===== config.mk =====
export PLATFORM = sky130hd
export DESIGN_NAME = demux4bits_stream_flat
export DESIGN_NICKNAME = d
export VERILOG_FILES = /design/src/rtl/demux4bits_stream_pkg.sv /design/src/rtl/demux4bits_stream_if.sv /design/src/rtl/nibble_fifo.sv /design/src/rtl/demux4bits_stream.sv /design/src/flat_wrapper.sv
export SDC_FILE = /design/constraint.sdc
export NUM_CORES = 1
export LEC_CHECK = 0
export CAP_MARGIN = 30
export CORE_UTILIZATION = 50
export DETAILED_ROUTE_END_ITERATION = 8
export DONT_BUFFER_PORTS = 1
export GPL_ROUTABILITY_DRIVEN = 0
export SETUP_SLACK_MARGIN = 0.05
export SLEW_MARGIN = 0
export SYNTH_ARGS = -nofsm -noshare
export SYNTH_HDL_FRONTEND = slang
export SYNTH_SLANG_ARGS = --single-unit
export TNS_END_PERCENT = 20

===== constraint.sdc =====
create_clock -name clk -period 2.7 [get_ports clk]
set_clock_uncertainty 0.05 [all_clocks]
set_input_delay 0.54 -clock clk [delete_from_list [all_inputs] [get_ports clk]]
set_output_delay 0.54 -clock clk [all_outputs]
set_load 0.05 [all_outputs]

===== src/rtl/demux4bits_stream_pkg.sv =====
// Shared defaults and constants for the 4-bit stream demultiplexer.
// The module parameters take their default values from these constants.
package demux4bits_pkg;
    localparam int DEF_WIDTH = 4;
    localparam int DEF_DEPTH = 2;
    localparam int DEF_CNT_W = 8;
    localparam int PTR_W     = $clog2(DEF_DEPTH);

    localparam logic SEL_A = 1'b1;
endpackage


===== src/rtl/demux4bits_stream_if.sv =====
// Bundle of the producer stream, the two consumer streams and the per-port beat counters.
// Valid/ready rule, on every stream: a beat transfers on a rising clk edge where valid && ready.
// Once valid is high, the source holds data (and sel) stable until that transfer.
interface demux4bits_stream_if
    import demux4bits_pkg::*;
#(
    parameter int WIDTH = DEF_WIDTH,
    parameter int CNT_W = DEF_CNT_W
) ();
    logic             in_valid;
    logic             in_ready;
    logic [WIDTH-1:0] in_data;
    logic             in_sel;

    logic             outA_valid;
    logic             outA_ready;
    logic [WIDTH-1:0] outA_data;

    logic             outB_valid;
    logic             outB_ready;
    logic [WIDTH-1:0] outB_data;

    logic [CNT_W-1:0] cntA;
    logic [CNT_W-1:0] cntB;

    modport slave (
        input  in_valid, in_data, in_sel, outA_ready, outB_ready,
        output in_ready, outA_valid, outA_data, outB_valid, outB_data, cntA, cntB
    );

    modport master (
        output in_valid, in_data, in_sel, outA_ready, outB_ready,
        input  in_ready, outA_valid, outA_data, outB_valid, outB_data, cntA, cntB
    );
endinterface


===== src/rtl/nibble_fifo.sv =====
// Small synchronous FIFO with a registered head-hold value, so head_data
// keeps the last popped beat while the FIFO is empty (zero after reset).
module nibble_fifo
    import demux4bits_pkg::*;
#(
    parameter int WIDTH = DEF_WIDTH,
    parameter int DEPTH = DEF_DEPTH
) (
    input  logic             clk,
    input  logic             rst_n,
    input  logic             push,
    input  logic [WIDTH-1:0] push_data,
    input  logic             pop,
    output logic [WIDTH-1:0] head_data,
    output logic             full,
    output logic             empty
);
    localparam int AW = $clog2(DEPTH);
    localparam logic [AW:0] FULL_CNT = (AW+1)'(DEPTH);

    logic [WIDTH-1:0] mem_q [DEPTH];
    logic [WIDTH-1:0] mem_d [DEPTH];
    logic [AW-1:0]    wr_ptr_q, wr_ptr_d;
    logic [AW-1:0]    rd_ptr_q, rd_ptr_d;
    logic [AW:0]      count_q, count_d;
    logic [WIDTH-1:0] hold_q, hold_d;
    logic             do_push, do_pop;

    assign full    = (count_q == FULL_CNT);
    assign empty   = (count_q == '0);
    // A push into a full FIFO is dropped; the parent never issues one.
    assign do_push = push && !full;
    assign do_pop  = pop && !empty;

    always_comb begin
        mem_d    = mem_q;
        wr_ptr_d = wr_ptr_q;
        rd_ptr_d = rd_ptr_q;
        count_d  = count_q;
        hold_d   = hold_q;
        if (do_push) begin
            mem_d[wr_ptr_q] = push_data;
            wr_ptr_d        = wr_ptr_q + 1'b1;
        end
        if (do_pop) begin
            rd_ptr_d = rd_ptr_q + 1'b1;
            hold_d   = mem_q[rd_ptr_q];
        end
        case ({do_push, do_pop})
            2'b10:   count_d = count_q + 1'b1;
            2'b01:   count_d = count_q - 1'b1;
            default: count_d = count_q;
        endcase
    end

    assign head_data = empty ? hold_q : mem_q[rd_ptr_q];

    always_ff @(posedge clk or negedge rst_n) begin
        if (!rst_n) begin
            for (int i = 0; i < DEPTH; i++) mem_q[i] <= '0;
            wr_ptr_q <= '0;
            rd_ptr_q <= '0;
            count_q  <= '0;
            hold_q   <= '0;
        end else begin
            mem_q    <= mem_d;
            wr_ptr_q <= wr_ptr_d;
            rd_ptr_q <= rd_ptr_d;
            count_q  <= count_d;
            hold_q   <= hold_d;
        end
    end
endmodule


===== src/rtl/demux4bits_stream.sv =====
// Routes one nibble stream to port A or B by a per-beat select bit; each port
// is buffered by its own FIFO and has a wrapping count of accepted beats.
module demux4bits_stream
    import demux4bits_pkg::*;
#(
    parameter int WIDTH = DEF_WIDTH,
    parameter int DEPTH = DEF_DEPTH,
    parameter int CNT_W = DEF_CNT_W
) (
    input  logic                 clk,
    input  logic                 rst_n,
    demux4bits_stream_if.slave   bus
);
    logic             full_a, empty_a, full_b, empty_b;
    logic             in_ready, accept;
    logic             push_a, push_b, pop_a, pop_b;
    logic [CNT_W-1:0] cnt_a_q, cnt_a_d, cnt_b_q, cnt_b_d;

    // Ready looks only at the selected FIFO's fullness, never at consumer ready.
    assign in_ready = ((bus.in_sel == SEL_A) ? !full_a : !full_b) && rst_n;
    assign accept   = bus.in_valid && in_ready;
    assign push_a   = accept && (bus.in_sel == SEL_A);
    assign push_b   = accept && (bus.in_sel != SEL_A);
    assign pop_a    = !empty_a && bus.outA_ready;
    assign pop_b    = !empty_b && bus.outB_ready;

    nibble_fifo #(.WIDTH(WIDTH), .DEPTH(DEPTH)) u_fifo_a (
        .clk       (clk),
        .rst_n     (rst_n),
        .push      (push_a),
        .push_data (bus.in_data),
        .pop       (pop_a),
        .head_data (bus.outA_data),
        .full      (full_a),
        .empty     (empty_a)
    );

    nibble_fifo #(.WIDTH(WIDTH), .DEPTH(DEPTH)) u_fifo_b (
        .clk       (clk),
        .rst_n     (rst_n),
        .push      (push_b),
        .push_data (bus.in_data),
        .pop       (pop_b),
        .head_data (bus.outB_data),
        .full      (full_b),
        .empty     (empty_b)
    );

    always_comb begin
        cnt_a_d = cnt_a_q;
        cnt_b_d = cnt_b_q;
        if (push_a) cnt_a_d = cnt_a_q + 1'b1;
        if (push_b) cnt_b_d = cnt_b_q + 1'b1;
    end

    always_ff @(posedge clk or negedge rst_n) begin
        if (!rst_n) begin
            cnt_a_q <= '0;
            cnt_b_q <= '0;
        end else begin
            cnt_a_q <= cnt_a_d;
            cnt_b_q <= cnt_b_d;
        end
    end

    assign bus.in_ready   = in_ready;
    assign bus.outA_valid = !empty_a;
    assign bus.outB_valid = !empty_b;
    assign bus.cntA       = cnt_a_q;
    assign bus.cntB       = cnt_b_q;
endmodule


===== src/flat_wrapper.sv =====
// flat-port wrapper written by rule: the top's interface ports become plain ports
module demux4bits_stream_flat import demux4bits_pkg::*;
#(
    parameter int WIDTH = DEF_WIDTH,
    parameter int DEPTH = DEF_DEPTH,
    parameter int CNT_W = DEF_CNT_W
)
  (clk, rst_n, bus_in_valid, bus_in_data, bus_in_sel, bus_outA_ready, bus_outB_ready, bus_in_ready, bus_outA_valid, bus_outA_data, bus_outB_valid, bus_outB_data, bus_cntA, bus_cntB);
  demux4bits_stream_if #(.WIDTH(WIDTH), .CNT_W(CNT_W)) bus_i ();
  input  logic clk;
  input  logic rst_n;
  input wire logic [$bits(bus_i.in_valid)-1:0] bus_in_valid;
  input wire logic [$bits(bus_i.in_data)-1:0] bus_in_data;
  input wire logic [$bits(bus_i.in_sel)-1:0] bus_in_sel;
  input wire logic [$bits(bus_i.outA_ready)-1:0] bus_outA_ready;
  input wire logic [$bits(bus_i.outB_ready)-1:0] bus_outB_ready;
  output wire logic [$bits(bus_i.in_ready)-1:0] bus_in_ready;
  output wire logic [$bits(bus_i.outA_valid)-1:0] bus_outA_valid;
  output wire logic [$bits(bus_i.outA_data)-1:0] bus_outA_data;
  output wire logic [$bits(bus_i.outB_valid)-1:0] bus_outB_valid;
  output wire logic [$bits(bus_i.outB_data)-1:0] bus_outB_data;
  output wire logic [$bits(bus_i.cntA)-1:0] bus_cntA;
  output wire logic [$bits(bus_i.cntB)-1:0] bus_cntB;
  assign bus_i.in_valid = bus_in_valid;
  assign bus_i.in_data = bus_in_data;
  assign bus_i.in_sel = bus_in_sel;
  assign bus_i.outA_ready = bus_outA_ready;
  assign bus_i.outB_ready = bus_outB_ready;
  assign bus_in_ready = bus_i.in_ready;
  assign bus_outA_valid = bus_i.outA_valid;
  assign bus_outA_data = bus_i.outA_data;
  assign bus_outB_valid = bus_i.outB_valid;
  assign bus_outB_data = bus_i.outB_data;
  assign bus_cntA = bus_i.cntA;
  assign bus_cntB = bus_i.cntB;
  demux4bits_stream #(.WIDTH(WIDTH), .DEPTH(DEPTH), .CNT_W(CNT_W)) u_core (.clk(clk), .rst_n(rst_n), .bus(bus_i));
endmodule

=== After elaboration in Yosys (flattened, before gate mapping) ===
Cells that the tools add are included.

* Flip-flop bits (word level): 48
* Bits of input ports: 10
* Output and inout bits: 27
* Word-level logic and storage cells: 78

* Add/subtract/negate cells: 10
* $lt $le $gt $ge: 6
* Eq/ne operators: 6
* Multiplexer cells: 17
* Bitwise logic cells: 5
* Reductions and logical operators: 20

{| class="wikitable"
|+ Operators with widths
! kind !! count
|-
| 4-bit two-way mux || 10
|-
| 8-bit by 1-bit adder with 8-bit output (second input constant) || 2
|-
| 8-bit bitwise mux || 2
|-
| 1-bit logical AND || 12
|-
| 4-bit demux with 1-bit select || 2
|-
| 2-bit equality test (second input constant) || 4
|-
| 2-bit greater-or-equal comparator (second input constant) || 4
|-
| 1-bit inverter with 2-bit output || 4
|-
| 2-bit one-hot mux with 2 select lines || 2
|-
| 1-bit adder (second input constant) || 4
|-
| 2-bit by 1-bit adder with 2-bit output (second input constant) || 2
|-
| 2-bit by 1-bit equality test with 1-bit output (second input constant) || 2
|-
| 1-bit zero test || 4
|-
| 2-bit zero test || 2
|-
| 2-bit by 1-bit < comparator with 1-bit output (second input constant) || 2
|-
| 2-bit nonzero test || 2
|-
| 2-bit by 1-bit subtractor with 2-bit output (second input constant) || 2
|-
| 1-bit two-way mux || 1
|-
| 1-bit inverter || 1
|}

=== Depth between registers and ports, before layout ===
Gate-level depths: netlist of the first run.

* Depth in word-level cells: 9
* Gate-level depth with buffers: 8
* Gate-level depth less buffers: 7

=== Modules after synthesis ===
A second synthesis of the first run with hierarchy kept.

* Cell total of the unflattened synthesis: 188
* Area, all modules: 2230.9 um^2

{| class="wikitable"
|+ Modules (own cells, without submodules)
! module !! instances !! cells each !! area each (um^2) !! seq. area each (um^2)
|-
| demux4bits_stream || 1 || 62 || 745.7 || 400.4
|-
| nibble_fifo (u_core.u_fifo_b) || 1 || 63 || 743.2 || 400.4
|-
| nibble_fifo (u_core.u_fifo_a) || 1 || 63 || 742.0 || 400.4
|}

=== Worst setup path before layout of the first run ===
Ideal clock, no wire load.

* Path type: register to output
* Start: reg u_core.u_fifo_a.count_q[0]
* End: out bus_outA_data[0]
* Data arrival time: 1735 ps
* Data required time: 2110 ps
* Slack: 375 ps
* Cell stages (with the launch flop): 4
* Path buffers: 1
* Cells stage by stage: dfrtp_1 or2_2 buf_2 a21oi_1

* Longest elaborated chain between the ends: 2

{| class="wikitable"
|+ Ends and longest elaborated chain
! element !! line !! source
|-
| from (decl) || nibble_fifo.sv:25 || <nowiki>logic [AW:0] count_q, count_d;</nowiki>
|-
| from (signal assigned) || nibble_fifo.sv:69 || <nowiki>count_q <= count_d;</nowiki>
|-
| 2-bit zero test || nibble_fifo.sv:30 || <nowiki>assign empty = (count_q == '0);</nowiki>
|-
| 4-bit two-way mux || nibble_fifo.sv:56 || <nowiki>assign head_data = empty ? hold_q : mem_q[rd_ptr_q];</nowiki>
|-
| to (decl) || flat_wrapper.sv:19 || <nowiki>output wire logic [$bits(bus_i.outA_data)-1:0] bus_outA_data;</nowiki>
|}

Every way passes these cells.

=== Final worst setup path of the first run ===
Ends and elaborated chain as after synthesis.

==> results of run 1 <==
==> layer usage <==
metal / global-route usage / vias up / wire (um)
met4: 0.0703 / 0 / 42
li1: - / 630 / -
met2: 0.300 / 26 / 1820
met3: 0.0567 / 4 / 145
met1: 0.223 / 651 / 1730
met5: 0 / - / 0
==> layout make-up <==
| type | count | area, sq um |
|---|---|---|
| clock buffers | 6 | 72.6 |
| clock inverters | 1 | 5.00 |
| fillers | 337 | 1720 |
| inverters | 4 | 22.5 |
| multi-input cells | 123 | 945 |
| flip-flops and latches | 48 | 1200 |
| well taps | 50 | 62.6 |
| repair buffers | 9 | 87.6 |
==> registers in the layout, indices dropped and copies added (netlist names) <==
register	cells
u_core.u_fifo_a.mem_q	8
u_core.bus.cntB	8
u_core.u_fifo_b.count_q	2
u_core.u_fifo_b.hold_q	4
u_core.u_fifo_b.rd_ptr_q	1
u_core.u_fifo_a.wr_ptr_q	1
u_core.u_fifo_a.count_q	2
u_core.bus.cntA	8
u_core.u_fifo_a.hold_q	4
u_core.u_fifo_a.rd_ptr_q	1
u_core.u_fifo_b.wr_ptr_q	1
u_core.u_fifo_b.mem_q	8
==> critical path, cell delays in order (launching register included) <==
cell                      delay (ns)
sky130_fd_sc_hd__dfrtp_1        0.42
sky130_fd_sc_hd__or2_2          0.49
sky130_fd_sc_hd__a21oi_1        0.20
sky130_fd_sc_hd__buf_4          0.22
==> synth_stat cells, types with 2 or more instances <==
cell type	count	area share
sky130_fd_sc_hd__and3_1	3	0.0085
sky130_fd_sc_hd__buf_2	2	0.0045
sky130_fd_sc_hd__inv_1	2	0.0034
sky130_fd_sc_hd__nor3_4	2	0.015
sky130_fd_sc_hd__nand4_1	9	0.026
sky130_fd_sc_hd__buf_1	2	0.0034
sky130_fd_sc_hd__mux2_4	5	0.034
sky130_fd_sc_hd__dfrtp_1	48	0.54
sky130_fd_sc_hd__mux2i_1	8	0.036
sky130_fd_sc_hd__nor2_1	10	0.017
sky130_fd_sc_hd__nand2_1	19	0.032
sky130_fd_sc_hd__xnor2_1	21	0.083
sky130_fd_sc_hd__a21oi_1	8	0.018
sky130_fd_sc_hd__ha_1	4	0.023
sky130_fd_sc_hd__or2_2	2	0.0057
sky130_fd_sc_hd__o21ai_0	9	0.020
sky130_fd_sc_hd__mux2_2	12	0.061
sky130_fd_sc_hd__xor2_1	3	0.012
==> metrics by stage <==
stage,worst slack (ns),area (sq um)
6_report,0.480,2400
4_1_cts,0.442,2400
5_1_grt,0.362,2400
3_3_place_gp,0.741,2290
2_1_floorplan,0.375,2210
3_5_place_dp,0.645,2290
==> worst min path at each step <==
stage | from | endpoint | slack, ns | depth (start not counted)
final | rst_n | u_core.bus.cntA[0] | 0.03 | 1
after global routing | rst_n | u_core.bus.cntA[5] | 0.03 | 1
after CTS | rst_n | u_core.bus.cntA[0] | 0.04 | 1
after detailed placement | rst_n | u_core.bus.cntA[0] | 0.20 | 0
after global placement | rst_n | u_core.bus.cntA[0] | 0.20 | 0
after floorplan | rst_n | u_core.bus.cntA[0] | 0.19 | 0
==> what timing repair did <==
item	CTS	global route
endpoints found under the setup margin	0	0
hold buffers	1	0
hold endpoints to repair	48	0
==> cells by family after synthesis <==
kind of cell             Yosys count  share of synthesized area
XOR/XNOR                          24                     0.0953
flip-flops                        48                      0.545
buffers and inverters              9                     0.0272
AND/OR/NAND/NOR                   53                      0.140
adder cells (fa/ha/maj)            4                     0.0227
multiplexers                      25                      0.132
AO/OA/AOI/OAI                     17                     0.0386
==> impl_summary.log, run 1 <==
[metrics] run status: complete, no violations
[metrics] Max-slew headroom: 0.574
[metrics] detailed placement HPWL: 2690 um
[metrics] via count of the routed design: 1,311
[metrics] Resize count post-CTS: 0
[metrics] Syn. warnings: 0
[metrics] routed wire length per instance: 15.5 um
[metrics] via count of the first global-routing pass: 1,301
[metrics] first-pass GRT wire length: 6130 um
[metrics] Achievable Freq: 0.450 GHz
[metrics] required time of the worst setup path: 2.11 ns
[metrics] max-cap violation count: 0
[metrics] die area: 4680 sq um
[metrics] DRC errors left: 0
[metrics] # clock sinks: 48
[metrics] number of clock buffers inserted by TritonCTS: 5
[metrics] post-synthesis cell type count: 29
[metrics] class of the tightest hold or removal check: in2async
[metrics] residual overflow from global routing: 0
[metrics] most frequent cells in the layout: 48 x sky130_fd_sc_hd__dfrtp_1, 21 x sky130_fd_sc_hd__xnor2_1, 19 x sky130_fd_sc_hd__nand2_1
[metrics] Reg2Reg Launch Point: u_core.u_fifo_b.count_q[0]
[metrics] setup TNS: 0 ns
[metrics] number of levels the H-tree was split into: 2
[metrics] final number of max-transition violations: 0
[metrics] synthesized net count: 194
[metrics] antenna violations before repair: 0
[metrics] crit path launch type: flop
[metrics] largest net degree at the start of global routing: 49
[metrics] top flip-flop cell by instance count after synthesis: sky130_fd_sc_hd__dfrtp_1
[metrics] setup repair after global routing missed its margin: no
[metrics] Max clock buf depth: 2
[metrics] std cell rows: 23
[metrics] Cells after DPL: 233
[metrics] count of mapped cells out of synthesis: 180
[metrics] end of the critical path: bus_outA_data[0]
[metrics] Hold Slack: 0.0330 ns
[metrics] Seq/Total Area, Yosys: 0.545
[metrics] final antenna-violating net count: 0
[metrics] Synth Register Bits: 48
[metrics] horizontal die dimension: 68.4 um
[metrics] detailed-routing iteration count for the pre-antenna-repair pass: 4
[metrics] fraction of final layout cells with drive strength greater than 1: 0.225
[metrics] clock edge transition at the registers on the reported setup and hold paths: 0.08 ns
[metrics] most frequent standard cell in the layout excluding fill and tap cells: sky130_fd_sc_hd__dfrtp_1
[metrics] io pins: 37
[metrics] launching element of the worst setup path: u_core.u_fifo_a.count_q[0]
[metrics] critical path data arrival time: 1.63 ns
[metrics] Post-synth EDFFs: 0
[metrics] number of port buffers: 0
[metrics] diode count: 0
[metrics] Worst Setup End Kind: output port
[metrics] critical path start-end classification: reg2out
[metrics] Post-Syn Area per Cell: 12.3 sq um
[metrics] area overhead of the layout relative to synthesis: 8.62%
[metrics] fraction of registers with async set/reset: 1.00
[metrics] worst-case register-to-register setup slack: 0.64 ns
[metrics] Routed WL: 3740 um
[metrics] CTS tree: done
[metrics] floorplan die height: 68.4 um
[metrics] GR Util All Layers: 0.183
[metrics] master cell of the clock root buffer: sky130_fd_sc_hd__clkbuf_8
[metrics] area inside the core boundary: 4120 sq um
[metrics] final core area utilization: 0.582
[metrics] final std cells w/o fill: 241
[metrics] count of cells along the worst register-to-register path: 7
[metrics] first-iteration detailed-routing DRC count: 71
[metrics] total standard cell area after synthesis: 2210 sq um
[metrics] Post-CTS Setup Repair Bufs: 0
[metrics] setup violators final: 0
[metrics] hold violation total from the final report: 0
[metrics] vias per cell: 5.44
[metrics] starting density of the core: 0.536
[metrics] Worst-Skew Late Latency: 0.29 ns
[metrics] final layout net count: 205
[metrics] period utilization: 0.822
[metrics] slew at the pin closest to its max-slew limit: 0.639 ns
[metrics] endpoint of the lowest-slack register-to-register path: u_core.u_fifo_b.count_q[1]
[metrics] largest fanout of any net on the critical path: 10
[metrics] post-route minimum period: 2.22 ns
Power of run 1 is left out: the tool's default activity adds up to more than one toggle a clock period on the data nets, which glitch-free logic cannot reach.
==> run 2: changes to the inputs <==
--- a/config.mk
+++ b/config.mk
@@ -10,6 +10,7 @@
 export DETAILED_ROUTE_END_ITERATION = 8
 export DONT_BUFFER_PORTS = 1
 export GPL_ROUTABILITY_DRIVEN = 0
+export PLACE_DENSITY = 0.68
 export SETUP_SLACK_MARGIN = 0.05
 export SLEW_MARGIN = 0
 export SYNTH_ARGS = -nofsm -noshare
==> constraint.sdc (replaced) <==
create_clock -name clk -period 1.9 [get_ports clk]
set_clock_uncertainty 0.05 [all_clocks]
set_input_delay 0.38 -clock clk [delete_from_list [all_inputs] [get_ports clk]]
set_output_delay 0.38 -clock clk [all_outputs]
set_load 0.05 [all_outputs]
==> run 2 against run 1 <==
- hold slack gained 0.14 ns
- critical path type unchanged
- non-clock buffer count grew 21
- wire length grew 4.0%
- count of clock-buffer cells in the layout is the same
- die area is the same
- largest cell class unchanged
- critical path depth grew 1
- core utilization grew 8.8 points
==> impl_summary.log, run 2 (same netlist as run 1, synthesis figures left out) <==
[metrics] run status: complete, no violations (unchanged)
[metrics] critical path start-end classification: reg2out (unchanged)
[metrics] io pins: 37 (unchanged)
[metrics] CTS tree: done (unchanged)
[metrics] Worst Setup End Kind: output port (unchanged)
[metrics] starting density of the core: 0.536 (unchanged)
[metrics] required time of the worst setup path: 1.47 ns (was 2.11 ns)
[metrics] antenna violations before repair: 0 (unchanged)
[metrics] most frequent standard cell in the layout excluding fill and tap cells: sky130_fd_sc_hd__dfrtp_1 (unchanged)
[metrics] # clock sinks: 48 (unchanged)
[metrics] residual overflow from global routing: 0 (unchanged)
[metrics] final std cells w/o fill: 263 (was 241)
[metrics] crit path launch type: flop (unchanged)
[metrics] most frequent cells in the layout: 45 x sky130_fd_sc_hd__dfrtp_1, 21 x sky130_fd_sc_hd__xnor2_1, 20 x sky130_fd_sc_hd__buf_4 (was 48 x sky130_fd_sc_hd__dfrtp_1, 21 x sky130_fd_sc_hd__xnor2_1, 19 x sky130_fd_sc_hd__nand2_1)
[metrics] routed wire length per instance: 14.8 um (was 15.5 um)
[metrics] floorplan die height: 68.4 um (unchanged)
[metrics] via count of the routed design: 1,378 (was 1,311)
[metrics] Max-slew headroom: 0.658 (was 0.574)
[metrics] number of clock buffers inserted by TritonCTS: 5 (unchanged)
[metrics] setup repair after global routing missed its margin: yes (was no)
[metrics] Worst-Skew Late Latency: 0.29 ns (about the same)
[metrics] area inside the core boundary: 4120 sq um (unchanged)
[metrics] first-pass GRT wire length: 6580 um (was 6130 um)
[metrics] # fillers: 295 (was 337)
[metrics] fraction of final layout cells with drive strength greater than 1: 0.390 (was 0.225)
[metrics] critical path data arrival time: 1.42 ns (was 1.63 ns)
[metrics] std cell rows: 23 (unchanged)
[metrics] area overhead of the layout relative to synthesis: 25.1% (was 8.62%)
[metrics] number of levels the H-tree was split into: 2 (unchanged)
[metrics] vias per cell: 5.24 (was 5.44)
[metrics] dpl cell area: 2570 sq um (was 2290 sq um)
[metrics] final layout net count: 226 (was 205)
[metrics] first-iteration detailed-routing DRC count: 56 (was 71)
[metrics] hold path start: bus_in_data[0]
[metrics] final antenna-violating net count: 0 (unchanged)
[metrics] final number of max-transition violations: 0 (unchanged)
[metrics] Reg2Reg Launch Point: u_core.u_fifo_a.count_q[1] (was u_core.u_fifo_b.count_q[0])
[metrics] horizontal die dimension: 68.4 um (unchanged)
[metrics] number of port buffers: 0 (unchanged)
[metrics] die area: 4680 sq um (unchanged)
[metrics] setup violators final: 0 (unchanged)
[metrics] hold violation total from the final report: 0 (unchanged)
[metrics] master cell of the clock root buffer: sky130_fd_sc_hd__clkbuf_8 (unchanged)
[metrics] detailed-routing iteration count for the pre-antenna-repair pass: 4 (unchanged)
[metrics] launching element of the worst setup path: u_core.u_fifo_b.count_q[0] (was u_core.u_fifo_a.count_q[0])
[metrics] Achievable Freq: 0.540 GHz
[metrics] max-cap violation count: 0 (unchanged)
[metrics] largest net degree at the start of global routing: 49 (unchanged)
[metrics] Routed WL: 3890 um (was 3740 um)
[metrics] Sequential cell area: 1200 sq um (about the same)
[metrics] detailed placement HPWL: 2940 um (was 2690 um)
[metrics] largest fanout of any net on the critical path: 10 (unchanged)
[metrics] Cells after DPL: 252 (was 233)
[metrics] period utilization: 0.974
[metrics] clock edge transition at the registers on the reported setup and hold paths: 0.09 ns (was 0.08 ns)
[metrics] via count of the first global-routing pass: 1,434 (was 1,301)
[metrics] area of the multi-input gates: 1010 sq um (was 945 sq um)
[metrics] DRC errors left: 0 (unchanged)
[metrics] Layout Cell Area excl Fill: 2760 sq um (was 2400 sq um)
[metrics] Max clock buf depth: 2 (unchanged)
[metrics] slew at the pin closest to its max-slew limit: 0.514 ns (was 0.639 ns)
[metrics] diode count: 0 (unchanged)
[metrics] class of the tightest hold or removal check: in2reg (was in2async)
[metrics] post-route minimum period: 1.85 ns
[metrics] GR Util All Layers: 0.198 (was 0.183)
[run 2: routing by layer]
layer / up-vias / track usage / wire length [um] / part of all wire
li1: 674 / - / - / -
met1: 674 / 0.240 / 1670 / 0.43
met2: 26 / 0.341 / 2040 / 0.53
met3: 4 / 0.0400 / 132 / 0.034
met4: 0 / 0.0781 / 48 / 0.012
met5: - / 0 / 0 / 0
[run 2: final cells by class]
cell class / instances / share of cell area
Multi-Input combinational cell: 123 / 0.368
Tap cell: 50 / 0.0227
Clock inverter: 2 / 0.0127
Clock buffer: 6 / 0.0263
Timing Repair Buffer: 30 / 0.126
Sequential cell: 48 / 0.437
Inverter: 4 / 0.00816
[run 2: critical path, cell delays in order (launching register included)]
cell and delay (ns):
sky130_fd_sc_hd__dfrtp_2 0.45, sky130_fd_sc_hd__or2_4 0.30, sky130_fd_sc_hd__nor2_1 0.15, sky130_fd_sc_hd__a21oi_2 0.07
sky130_fd_sc_hd__buf_12 0.16
[run 2: final timing paths]
kind | cells past startpoint | end | slack, ns
min reg2reg | 2 | u_core.u_fifo_b.hold_q[0] | 0.44
max | 4 | bus_outB_data[2] | 0.05
min | 1 | u_core.u_fifo_a.mem_q[0] | 0.18
max reg2reg | 6 | u_core.u_fifo_a.count_q[1] | 0.20
max in group asynchronous | 2 | u_core.u_fifo_b.rd_ptr_q | 1.03
min in group asynchronous | 2 | u_core.bus.cntA[4] | 0.54
[run 2: stage by stage]
step / setup slack (ns) / TNS [ns] / util / hold slack [ns]
after floorplan: -0.0150 / -0.0997 / - / 0.0344
after global routing: -0.00229 / -0.00420 / 0.671 / 0.160
after global placement: 0.243 / 0 / 0.624 / 0.0353
final: 0.0493 / 0 / 0.671 / 0.176
after detailed placement: 0.176 / 0 / 0.624 / 0.0354
after CTS: 0.0392 / 0 / 0.663 / 0.167
[run 2: repair_timing]
item                       4_1_cts  5_1_grt
gates cloned                     0        0
gates resized for setup          2       11
pin swaps                        0        1
setup endpoints to repair        9        9
hold endpoints to repair        48        0
hold buffers                     2        0
setup buffers                    1        0
Power of run 2 is left out for the same reason.
==> RTL edit 1 (config.mk and constraints of run 2) <==
Change the package constant `DEF_WIDTH` from 4 to 6.
--- a/src/rtl/demux4bits_stream_pkg.sv
+++ b/src/rtl/demux4bits_stream_pkg.sv
@@ -1,7 +1,7 @@
 // Shared defaults and constants for the 4-bit stream demultiplexer.
 // The module parameters take their default values from these constants.
 package demux4bits_pkg;
-    localparam int DEF_WIDTH = 4;
+    localparam int DEF_WIDTH = 6;
     localparam int DEF_DEPTH = 2;
     localparam int DEF_CNT_W = 8;
     localparam int PTR_W     = $clog2(DEF_DEPTH);
Interface: changed (resized bus_in_data, bus_outA_data and bus_outB_data); port bits go from 37 to 43. No check against the original RTL was run, so the function may have changed too.
==> RTL edit 1 against run 2 <==
Area after synthesis up 22%. Design area rose by 35%. Critical path depth did not move. Routed wire length increased by 34%. Setup slack got worse by 44 ps. Sequential cell count rose by 12. Synthesized cell count grew 27%. Register-to-register slack got worse by 50 ps.
Power is not shown: default switching activity piles up to over one toggle a cycle in this logic, so the estimate is an artifact.
==> RTL edit 1: results (changes against run 2) <==
metric,value,unit,change
status,"complete, no violations",,
pin slew with the least headroom to its limit,526,ps,+12.9 ps
Skew-Pair Late Insertion Delay,330,ps,+40 ps
library cells used by synthesis,28,,-3.4%
r2r endpoint,u_core.u_fifo_b.count_q[1],,
critical path startpoint,u_core.u_fifo_b.count_q[1],,
vias in the first global route,1729,,+21%
share of cells above drive strength 1,46.2,%,+7.3 points
Final Cycle Share,99.7,%,+2.3 points
Setup WS pre-CTS,121,ps,-55.2 ps
post-synth net total,244,,+26%
Hold Path Class,in -> reg,,
Routed WL,5.22,mm,+34%
Max H-tree Level,3,,+1
CP Max Fanout,5,,-5
arrival time at the worst endpoint,1460,ps,+40 ps
Largest regs,"u_core.u_fifo_a.mem_q: 12 flops, u_core.u_fifo_b.mem_q: 12 flops",,
post-detail-place hpwl,3.44,mm,+17%
routed via count,1769,,+28%
n_diodes,0,,unchanged
initial DRC count,42,,-25%
Total GRT Usage,20.9,%,+1.1 points
Port-buffer cells,0,,unchanged
share of the synthesized area in the top cell type,55.9,%,+1.5 points
top cells by instance count after synthesis,"60 x dfrtp_1, 26 x nand2_1, 24 x mux2_2, 20 x xnor2_1, 14 x nor2_1",,
area post-placement,0.00328,mm²,+28%
sequential share of the synthesized area,55.9,%,+1.5 points
largest net degree at the start of global routing,61,,+24%
"setup slack, reg-to-reg",150,ps,-50 ps
"top cells by area, synth","dfrtp_1 56%, mux2_2 10%, xnor2_1 6.5%",,
worst-case reg-to-reg path depth,7,,+1
fin nets,290,,+28%
Num CTS Buffers,9,,+4
yosys warns,0,,unchanged
clk root buf,clkbuf_8,,
FILL cells,364,,+23%
CP endpoint,bus_outB_data[3],,
global-route wire length before repair,8.51,mm,+29%
clk slew on worst S/H paths,70,ps,-20 ps
RTL edit 1: cell types whose count changed in the layout (fill, tap and decap cells not counted), sizes merged, moves of 6 or more:
cell	run 2	this run
clkbuf	6	15
nand2	20	26
mux2	17	24
buf	29	42
dfrtp	48	60
RTL edit 1: timing repair:
action	CTS	global route
setup buffers	5	0
gates resized for setup	30	14
endpoints found under the hold margin	60	0
pin swaps	6	11
cloned	2	0
hold buffers	2	0
endpoints found under the setup margin	15	19
RTL edit 1: stage by stage:
step                hold slack [ps]  util [%]  TNS, ps  std cells
detailed placement             35.7      63.8        0        324
finish                          147      72.3        0        349
CTS                             133      70.9     -110        349
global route                    136      72.3     -332        349
floorplan                      34.4         -        0        228
global placement               35.7      63.8        0        324
RTL edit 1: layer usage:
layer | global-route usage (%) | up-vias | routed length [µm] | part of all wire (%)
li1 | - | 869 | - | -
met1 | 29.6 | 859 | 2470 | 47
met2 | 30.0 | 31 | 2470 | 47
met3 | 4.82 | 10 | 174 | 3.3
met4 | 10.9 | 0 | 111 | 2.1
met5 | 0 | - | 0 | 0
RTL edit 1: cells by family after synthesis:
group                    share of synthesized area [%]
multiplexers                                      14.5
buffers and inverters                             2.56
flip-flops                                        55.9
XOR/XNOR                                          7.83
AND/OR/NAND/NOR                                   12.4
adder cells (fa/ha/maj)                           1.86
AO/OA/AOI/OAI                                     4.85
RTL edit 1: worst min-delay path by stage:
stage,start,end,slack [ps],cells after the start
2_1_floorplan,rst_n,u_core.bus.cntA[0],30,0
3_3_place_gp,rst_n,u_core.bus.cntA[5],40,0
3_5_place_dp,rst_n,u_core.bus.cntA[5],40,0
4_1_cts,bus_in_data[2],u_core.u_fifo_b.mem_q[2],130,1
5_1_grt,bus_in_data[2],u_core.u_fifo_b.mem_q[2],140,1
6_report,bus_in_data[4],u_core.u_fifo_a.mem_q[10],150,1
RTL edit 1: cell type report:
cell class	instances	area, µm²	share of cell area [%]
Clock buffer	15	176	4.75
Clock inverter	1	5.00	0.135
Inverter	5	18.8	0.505
Multi-Input combinational cell	155	1410	38.0
Sequential cell	60	1510	40.5
Tap cell	70	87.6	2.36
Timing Repair Buffer	43	510	13.7
RTL edit 1: worst max-delay path, stage by stage, from the launching register on:
cell	delay [ps]
dfrtp_1	400
or2_4	290
buf_6	130
a21oi_4	150
buf_12	150
==> RTL edit 2 (settings of run 2) <==
Made on the original files. `hold_q` no longer has a reset.
--- a/src/rtl/nibble_fifo.sv
+++ b/src/rtl/nibble_fifo.sv
@@ -61,14 +61,16 @@
             wr_ptr_q <= '0;
             rd_ptr_q <= '0;
             count_q  <= '0;
-            hold_q   <= '0;
         end else begin
             mem_q    <= mem_d;
             wr_ptr_q <= wr_ptr_d;
             rd_ptr_q <= rd_ptr_d;
             count_q  <= count_d;
-            hold_q   <= hold_d;
         end
+    end
+
+    always_ff @(posedge clk) begin
+        hold_q <= hold_d;
     end
 endmodule
 
Formal check against the unedited RTL: differs if rst_n is asserted again (counterexample within 4 cycles, from zero or initial values and one cycle with rst_n low); with rst_n held inactive, the same outputs for 10 cycles.
==> RTL edit 2 against run 2 <==
Setup slack worse by 20 ps. Routed wire length down 4.3%. Maximum frequency decreased by 1.1%. Global-route usage shrank 1.5 points. Area after synthesis fell by 0.57%. Largest cell class unchanged. Critical endpoint is now bus_outB_data[1]. Core utilization fell by 4.7 points. Sequential cell count stayed put. Design area fell by 7.1%. Final cell count fell by 14%. Non-clock buffer count is 10 lower.
==> RTL edit 2: results (changes against run 2) <==
metric,value,unit,change
FILL cells,320,,+8.5%
Max VDD drop,1330,µV,
Max H-tree Level,2,,unchanged
Setup WS pre-CTS,72.5,ps,-103 ps
top cells by instance count after synthesis,"40 x dfrtp_1, 28 x mux2_2, 19 x xnor2_1, 9 x nand2_1, 9 x nand4_1",,
Final Non-Filler Cells,227,,-14%
asr flop ratio synth,83.3,%,-17 points
CP max stage delay,430,ps,-20 ps
area post-placement,0.00236,mm²,-8.2%
library cells used by synthesis,26,,-10%
Routed WL,3.72,mm,-4.3%
fin nets,190,,-16%
"EDFF count, synth",8,,+8
status,"complete, no violations",,
post-synth net total,166,,-14%
Placed Cells,216,,-14%
post-detail-place hpwl,2.60,mm,-11%
global-route wire length before repair,5.98,mm,-9.1%
arrival time at the worst endpoint,1440,ps,+20 ps
routed via count,1226,,-11%
CP Max Fanout,5,,-5
multi-input gate area in the final layout,970,µm²,-4.4%
Total GRT Usage,18.2,%,-1.5 points
clk slew on worst S/H paths,80,ps,
initial DRC count,72,,+29%
sequential share of the synthesized area,56.6,%,+2.1 points
Mean Syn Cell Area,14.4,µm²,+18%
"top cells by area, synth","dfrtp_1 46%, mux2_2 14%, edfxtp_1 11%",,
max_slew headroom,66.0,%,+0.27 points
[RTL edit 2: kinds of logic after synthesis]
group           Yosys count  share of synthesized area [%]
flops                    48                           56.6
simple gates             37                           11.6
mux                      33                           17.8
xor+xnor                 24                           9.58
buf+inv                   5                           1.94
fa+ha+maj                 4                           2.28
compound gates            1                          0.228
[RTL edit 2: worst paths after layout]
kind	cells after the start	slack [ps]	start	endpoint
worst max-delay path	2	30	u_core.u_fifo_b.rd_ptr_q	bus_outB_data[1]
worst min-delay path	1	180	bus_in_data[1]	u_core.u_fifo_a.mem_q[1]
worst max register to register	5	120	u_core.u_fifo_a.count_q[0]	u_core.u_fifo_a.count_q[1]
worst min register to register	1	440	u_core.u_fifo_b.count_q[1]	u_core.u_fifo_b.count_q[1]
max in group asynchronous	2	1100	rst_n	u_core.u_fifo_a.rd_ptr_q
min in group asynchronous	2	490	rst_n	u_core.bus.cntA[6]
[RTL edit 2: routing by layer]
metal	GRT usage, %	wire, µm	vias to the layer above
met5	0	0	-
li1	-	-	578
met1	23.3	1680	609
met2	28.7	1810	30
met4	8.59	76	0
met3	4.83	154	9
[RTL edit 2: critical path: cells and delay by family, from the launching register on]
kind   cells  cell delay [ps]
muxes      2              720
DFF        1              430
[RTL edit 2: repair_timing]
item | CTS | global route
endpoints found under the hold margin | 40 | 0
hold buffers | 2 | 0
pin swaps | 0 | 0
setup buffers | 1 | 0
endpoints found under the setup margin | 8 | 10
gates resized for setup | 16 | 2
[RTL edit 2: layout make-up]
class                           instances  area share, %
Sequential cell                        48           48.5
Multi-Input combinational cell         99           37.8
Timing Repair Buffer                   20           6.44
Clock buffer                            6           2.83
Tap cell                               50           2.44
Clock inverter                          2           1.37
Inverter                                2          0.585
[RTL edit 2: through the flow]
| step | TNS (ps) | total power [mW] |
|---|---|---|
| 4_1_cts | 0 | 5.13 |
| 3_3_place_gp | 0 | 4.09 |
| 3_5_place_dp | 0 | 4.16 |
| 2_1_floorplan | 0 | 3.79 |
| 5_1_grt | -78.2 | 5.39 |
| 6_report | 0 | 5.11 |
[RTL edit 2: power groups by stage]
stage               combinational [mW]  sequential, mW  clock [mW]
floorplan                         1.71            2.09           0
global placement                  2.28            1.81           0
detailed placement                2.33            1.84           0
CTS                               2.56            1.84       0.729
global route                      2.71            1.90       0.777
finish                            2.55            1.85       0.712
